### src/rtl/arb_pkg.sv
// arb_pkg: shared state type and index-width helper for the round-robin burst arbiter
package arb_pkg;
  typedef enum logic {IDLE, LOCKED} arb_state_e;
  function automatic int idx_width(int n);
    return (n > 1) ? $clog2(n) : 1;
  endfunction
endpackage

### src/rtl/rr_pick.sv
// rr_pick: rotate-priority scan returning the first set mask bit at or after ptr
module rr_pick #(
  parameter int N = 4,
  parameter int IDXW = 2
) (
  input  logic [N-1:0]    mask,
  input  logic [IDXW-1:0] ptr,
  output logic            any,
  output logic [IDXW-1:0] idx
);
  logic [2*N-1:0] rot;
  int s;
  assign rot = {mask, mask} >> ptr;
  // scan downward so the lowest rotated offset (closest to ptr) wins
  always_comb begin
    any = 1'b0;
    idx = '0;
    s = 0;
    for (int k = N - 1; k >= 0; k--)
      if (rot[k]) begin
        any = 1'b1;
        s = int'(ptr) + k;
        idx = IDXW'((s >= N) ? s - N : s);
      end
  end
endmodule

### src/rtl/rr_burst_arbiter.sv
// rr_burst_arbiter: round-robin N:1 valid/ready mux with last-flag burst locking
// and a one-entry registered output stage.
module rr_burst_arbiter
  import arb_pkg::*;
#(
  parameter int  N    = 4,
  parameter type T    = bit [7:0],
  parameter int  IDXW = idx_width(N)
) (
  input  logic            clk,
  input  logic            rst_n,
  input  logic [N-1:0]    req_valid,
  output logic [N-1:0]    req_ready,
  input  T     [N-1:0]    req_data,
  input  logic [N-1:0]    req_last,
  output logic            out_valid,
  input  logic            out_ready,
  output T                out_data,
  output logic            out_last,
  output logic [IDXW-1:0] out_id
);
  arb_state_e      state, state_d;
  logic [IDXW-1:0] ptr, ptr_d, owner, owner_d, pick, g;
  logic            any, lock, can_load, accept;

  rr_pick #(.N(N), .IDXW(IDXW)) u_pick (
    .mask(req_valid),
    .ptr (ptr),
    .any (any),
    .idx (pick)
  );

  assign lock      = state == LOCKED;
  assign can_load  = !out_valid || out_ready;
  assign g         = lock ? owner : pick;
  // a locked owner sees ready even with valid low, so the burst resumes with no re-arbitration
  assign req_ready = (can_load && (lock || any)) ? N'(1) << g : '0;
  assign accept    = req_valid[g] && req_ready[g];

  always_comb begin
    state_d = state;
    ptr_d   = ptr;
    owner_d = owner;
    if (accept && req_last[g]) begin
      state_d = IDLE;
      ptr_d   = (g == IDXW'(N - 1)) ? '0 : g + 1'b1;
    end else if (accept) begin
      state_d = LOCKED;
      owner_d = g;
    end
  end

  always_ff @(posedge clk or negedge rst_n)
    if (!rst_n) begin
      state <= IDLE;
      ptr   <= '0;
      owner <= '0;
    end else begin
      state <= state_d;
      ptr   <= ptr_d;
      owner <= owner_d;
    end

  always_ff @(posedge clk or negedge rst_n)
    if (!rst_n) begin
      out_valid <= 1'b0;
      out_data  <= '0;
      out_last  <= 1'b0;
      out_id    <= '0;
    end else if (accept) begin
      out_valid <= 1'b1;
      out_data  <= req_data[g];
      out_last  <= req_last[g];
      out_id    <= g;
    end else if (out_ready) begin
      out_valid <= 1'b0;
    end
endmodule

### config.mk
export PLATFORM = sky130hd
export DESIGN_NAME = rr_burst_arbiter
export DESIGN_NICKNAME = d
export VERILOG_FILES = /design/src/rtl/arb_pkg.sv /design/src/rtl/rr_pick.sv /design/src/rtl/rr_burst_arbiter.sv
export SDC_FILE = /design/constraint.sdc
export NUM_CORES = 1
export LEC_CHECK = 0
export CAP_MARGIN = 20
export CORE_ASPECT_RATIO = 1.5
export CORE_MARGIN = 2
export CORE_UTILIZATION = 36
export CTS_CLUSTER_DIAMETER = 200
export CTS_CLUSTER_SIZE = 28
export DETAILED_ROUTE_END_ITERATION = 8
export PLACE_DENSITY_LB_ADDON = 0.15
export SLEW_MARGIN = 20
export SYNTH_ARGS = -nofsm -noshare
export SYNTH_HDL_FRONTEND = slang
export SYNTH_SLANG_ARGS = --single-unit
### constraint.sdc
create_clock -name clk -period 2.8 [get_ports clk]
set_input_delay 0.42 -clock clk [delete_from_list [all_inputs] [get_ports clk]]
set_output_delay 0.42 -clock clk [all_outputs]
set_load 0.01 [all_outputs]
==> impl_metrics.yaml, run 1 <==
synthesis:
  postSynthCellCount: 126
  syn_avg_cell_area_um2: 9.16
  synth.top_cell.area_share_pct: 36.9
  ys_top_cells_by_area: "dfrtp_1, mux2i_1, mux2_2"
  synthFlopType: "dfrtp_1"
  yosys_warnings: 0
  async_reset_ff_share_pct: 100
  synth_cell_types: 32
  synth_edf_count: 0
  syn_area_mm2: 0.00115
  synth_area_leader_cell: "dfrtp_1"
  ys_ff_latch: 17
  syn-num-nets: 170
  ys_seq_area_share_pct: 36.9
detailed_routing:
  vias_per_cell: 5.09
  dr.pass1.iters: 4
  drtIter0Drc: 25
  wl_um: 3150
  route.detailed.drc: 0
  vias: 1185
  postRouteAntennaNets: 0
  wl_per_cell_um: 13.5
placement:
  routabilityCongestion: 0.808
  port_buffers: 58
  dpl.hpwl_um: 2590
  place_ws_ps: -41.6
sta:
  rsz0062_at_grt: "yes"
  setup_viol: 0
  slew_headroom_pct: 51.1
  worst_slack_ps: 66.9
  finalCriticalPeriod_ps: 2730
  drv_slew: 0
  fmax_mhz: 366
  max_slew.worst_pin.slew_ps: 731
  finClkSkew_ps: 2.38
  hold_viol: 0
  finalCritPeriodShare_pct: 97.6
  holdWs_ps: 479
layout:
  multi_input_area_um2: 709
  area_growth_pct: 66.5
  layout.nets: 238
  nFillCells: 258
  drive_above_1_share_pct: 17.6
  diodes: 0
  regArea_um2: 425
floorplanning:
  dieWidth_um: 50.2
  initial_utilization_pct: 37.3
  die_h_um: 73.3
  coreArea_mm2: 0.00310
  die-area_mm2: 0.00368
  ios: 59
  rows: 25
clock_tree:
  numCtsBuffers: 3
  h-tree-depth: 1
  cts_root_buffer: "clkbuf_8"
  clock-sinks: 17
  cts_buffer_depth: 2
  clkLatencyLatePin_ps: 240
  hold_buffers: 0
  tritoncts: "yes"
  clk_pin_slew_ps: 60
setup_path:
  crit_end: "ptr[1]$_DFFE_PN0P_"
  r2r-start: "ptr[1]$_DFFE_PN0P_"
  rrSetupSlack_ps: 270
  start_kind: "input pin"
  worstPathRequired_ps: 2930
  rr_endpoint: "ptr[1]$_DFFE_PN0P_"
  path_class: "input pin to flip-flop"
  critical_path.startpoint: "req_valid[2]"
  arrival_ps: 2860
  cp-end-kind: "flip-flop"
  r2r_cells: 10
  worstPathMaxFanout: 4
grt:
  grt.overflow.total: 0
  grt_pass1_wl_um: 4990
  antenna_found_initial: 0
  grt_pass1_vias: 1257
  grt_start_max_net_pins: 21
  grt.total_usage_pct: 17.6
power:
  power.leakage_nw: 0.901
  total_power_mw: 1.85
  p_per_area_mw_per_mm2: 965
  ir_worst_vdd_mv: 0.607
worst_hold_path:
  hp-class: "flip-flop to flip-flop"
status:
  outcome: "completed"
job:
  cap_violations: 0
synthesized netlist by cell type, types with 2 or more instances:
| cell type | number |
|---|---|
| o21ai_0 | 13 |
| nor2b_1 | 2 |
| nand3_1 | 3 |
| mux2_2 | 9 |
| o31ai_1 | 2 |
| o21ai_1 | 4 |
| nand2_1 | 23 |
| mux2_1 | 3 |
| dfrtp_1 | 17 |
| a21oi_1 | 5 |
| mux2i_1 | 13 |
| nor2_1 | 6 |
| inv_1 | 2 |
| nand2b_1 | 3 |
| buf_2 | 4 |
power breakdown:
| group | total, mW | internal (mW) | switching [mW] |
|---|---|---|---|
| Clock | 0.174 | 0.101 | 0.0734 |
| Combinational | 1.22 | 0.649 | 0.569 |
| Sequential | 0.460 | 0.369 | 0.0909 |
worst max-delay path, cell delays in order:
cell and delay [ps]:
clkdlybuf4s50_1 420, buf_4 160, mux2i_1 160, o22ai_1 150
o31ai_4 230, ha_2 230, buf_4 110, nand3_1 80
mux2i_2 250, a22oi_4 100, nor2_1 200, mux2_1 350
flip-flops by register name, indices dropped and copies added (netlist names):
register / cells
lock: 1
out_data: 8
out_id: 2
out_last: 1
out_valid: 1
owner: 2
ptr: 2
worst min-delay path by stage:
stage | startpoint | endpoint | slack (ps) | cells after the start
after floorplan | rst_n | lock$_DFFE_PN0P_ | 120 | 0
after global placement | out_last$_DFFE_PN0P_ | out_last$_DFFE_PN0P_ | 460 | 1
after detailed placement | out_last$_DFFE_PN0P_ | out_last$_DFFE_PN0P_ | 470 | 1
after CTS | out_last$_DFFE_PN0P_ | out_last$_DFFE_PN0P_ | 490 | 1
after global routing | out_last$_DFFE_PN0P_ | out_last$_DFFE_PN0P_ | 500 | 1
final | out_last$_DFFE_PN0P_ | out_last$_DFFE_PN0P_ | 480 | 1
metrics by stage:
| step | setup TNS, ps | cell area (µm²) | cells | utilization, % |
|---|---|---|---|---|
| after global placement | 0 | 1850 | 228 | 59.6 |
| after detailed placement | -41.6 | 1850 | 228 | 59.6 |
| after CTS | 0 | 1890 | 232 | 61.1 |
| after global routing | -60.0 | 1920 | 233 | 62.0 |
| after floorplan | 0 | 1150 | 126 | - |
| final | 0 | 1920 | 233 | 62.0 |
area by class of cell:
| class | instances | area share [%] |
|---|---|---|
| Multi-Input combinational cell | 100 | 36.9 |
| Timing Repair Buffer | 70 | 35.6 |
| Sequential cell | 17 | 22.1 |
| Tap cell | 40 | 2.61 |
| Clock buffer | 4 | 2.35 |
| Inverter | 2 | 0.391 |
routing by layer:
metal | share of wire [%] | vias to the layer above | wire length (µm) | global-route usage (%)
met5 | 0 | - | 0 | 0
met2 | 54 | 53 | 1720 | 35.2
met3 | 7.8 | 6 | 245 | 4.47
li1 | - | 580 | - | -
met1 | 36 | 546 | 1140 | 15.8
met4 | 1.6 | 0 | 50 | 8.02
logic make-up (layout without fill, tap and decap cells):
kind of cell	after synthesis	count (layout)	synth area share, %
AOI/OAI and AO/OA	31	31	17.7
adders and majority gates	1	1	1.08
buffers and inverters	9	76	3.69
DFF	17	17	36.9
muxes	26	26	24.3
and+or+nand+nor	42	42	16.4
what timing repair did:
action                                  CTS  global route
setup buffers                             0             1
resized for setup                         0             8
endpoints found under the setup margin    0             3
layout by cell type (no fill, tap or decap), types with 4 or more instances in the layout:
| cell type | count |
|---|---|
| clkdlybuf4s50_1 | 56 |
| nand2_1 | 23 |
| dfrtp_1 | 17 |
| o21ai_0 | 13 |
| mux2i_1 | 12 |
| buf_4 | 10 |
| mux2_2 | 9 |
| nor2_1 | 6 |
| a21oi_1 | 4 |
| o21ai_1 | 4 |
No activity file was read; power rests on OpenSTA's default activity.
==> run 2, diff against run 1 <==
==> constraint.sdc (replaced) <==
create_clock -name clk -period 2.8 [get_ports clk]
set_input_delay 0.84 -clock clk [delete_from_list [all_inputs] [get_ports clk]]
set_output_delay 0.84 -clock clk [all_outputs]
set_load 0.01 [all_outputs]
==> impl_metrics.yaml, run 2 (synthesis gave the netlist of run 1 again) <==
layout:
  area_growth_pct: 88.9
  regMostFlops: "out_data"
  regArea_um2: 425
  final_cell_mix: "clkdlybuf4s50_1, buf_4, nand2_1"
  fin_util_pct: 70.4
  design_area_mm2: 0.00218
  drive_above_1_share_pct: 36.7
  final_common_cell: "clkdlybuf4s50_1"
  multi_input_area_um2: 813
  final_cells: 255
  nFillCells: 240
  largest_reg_flops: 8
  diodes: 0
  layout.nets: 260
clock_tree:
  clk_pin_slew_ps: 60
  tritoncts: "yes"
  numCtsBuffers: 3
  clkLatencyLatePin_ps: 250
  cts_buffer_depth: 2
  h-tree-depth: 1
  cts_root_buffer: "clkbuf_8"
  clock-sinks: 17
setup_path:
  cp-end-kind: "output port"
  start_kind: "input pin"
  worstPathRequired_ps: 1960
  crit_end: "req_ready[3]"
  r2r-start: "ptr[1]$_DFFE_PN0P_"
  arrival_ps: 2000
  r2r_cells: 11
  worstPathMaxFanout: 3
  rrSetupSlack_ps: 180
  critical_path.startpoint: "req_valid[2]"
  path_class: "input pin to output port"
  rr_endpoint: "owner[1]$_DFFE_PN0P_"
power:
  p_per_area_mw_per_mm2: 985
  total_power_mw: 2.15
  power.leakage_nw: 1.01
  ir_worst_vdd_mv: 0.566
floorplanning:
  ios: 59
  die_h_um: 73.3
  initial_utilization_pct: 37.3
  rows: 25
  coreArea_mm2: 0.00310
  die-area_mm2: 0.00368
  dieWidth_um: 50.2
sta:
  holdWs_ps: 477
  worst_slack_ps: -37.9
  slew_headroom_pct: 49.6
  finClkSkew_ps: 1.97
  finalCritPeriodShare_pct: 101
  setup_viol: 1
  max_slew.worst_pin.slew_ps: 753
  rsz0062_at_grt: "yes"
  drv_slew: 0
  hold_viol: 0
  setup_tns_ps: -37.9
  finalCriticalPeriod_ps: 2840
  fmax_mhz: 352
placement:
  routabilityCongestion: 0.765
  dp.cells: 242
  place_ws_ps: -859
  place_area_mm2: 0.00200
  dpl.hpwl_um: 2670
  port_buffers: 58
detailed_routing:
  wl_per_cell_um: 13.4
  wl_um: 3410
  drtIter0Drc: 10
  route.detailed.drc: 0
  vias_per_cell: 4.96
  postRouteAntennaNets: 0
  vias: 1265
  dr.pass1.iters: 4
grt:
  antenna_found_initial: 0
  grt.total_usage_pct: 19.9
  grt_pass1_vias: 1330
  grt_pass1_wl_um: 5650
  grt_start_max_net_pins: 18
  grt.overflow.total: 0
status:
  violations: "setup timing"
  outcome: "finished with violations"
worst_hold_path:
  hold_start: "out_data[0]$_DFFE_PN0P_"
  hp-class: "flip-flop to flip-flop"
job:
  cap_violations: 0
[run 2: critical path, stage by stage]
cell	delay, ps
buf_8	100
buf_6	120
nand2b_4	60
a21oi_4	50
o31ai_4	300
buf_4	180
ha_4	120
and2_4	130
buf_6	90
[run 2: how the worst min path moves through the flow]
stage,to,slack (ps),cells past startpoint
after floorplan,owner[0]$_DFFE_PN0P_,480,1
after global routing,out_last$_DFFE_PN0P_,520,1
final,out_data[0]$_DFFE_PN0P_,480,2
after CTS,out_data[0]$_DFFE_PN0P_,480,2
after global placement,out_last$_DFFE_PN0P_,460,1
after detailed placement,out_data[0]$_DFFE_PN0P_,470,2
[run 2: where the power goes]
group / internal [mW] / switching [mW] / total [mW] / leakage (nW)
sequential: 0.369 / 0.0966 / 0.465 / 0.209
combinational: 0.848 / 0.655 / 1.50 / 0.781
clock: 0.101 / 0.0776 / 0.178 / 0.0228
total: 1.32 / 0.829 / 2.15 / 1.01
[run 2: timing repair]
item,in CTS,in global routing
hold buffers,0,0
resized for setup,43,13
buffers inserted,6,4
pin swaps,5,7
endpoints found under the setup margin,20,7
cloned,0,0
[run 2: routing by layer]
metal | up-vias | global-route usage (%) | wire length [µm]
li1 | 627 | - | -
met1 | 580 | 20.4 | 1290
met5 | - | 0 | 0
met4 | 0 | 6.48 | 39
met3 | 4 | 4.27 | 243
met2 | 54 | 38.9 | 1840
[run 2: area by class of cell]
class                      count  area share (%)
timing repair buffer          92            38.2
sequential                    17            19.5
inverter                       2           0.574
multi-input combinational    100            37.3
tap                           40            2.30
clock buffer                   4            2.07
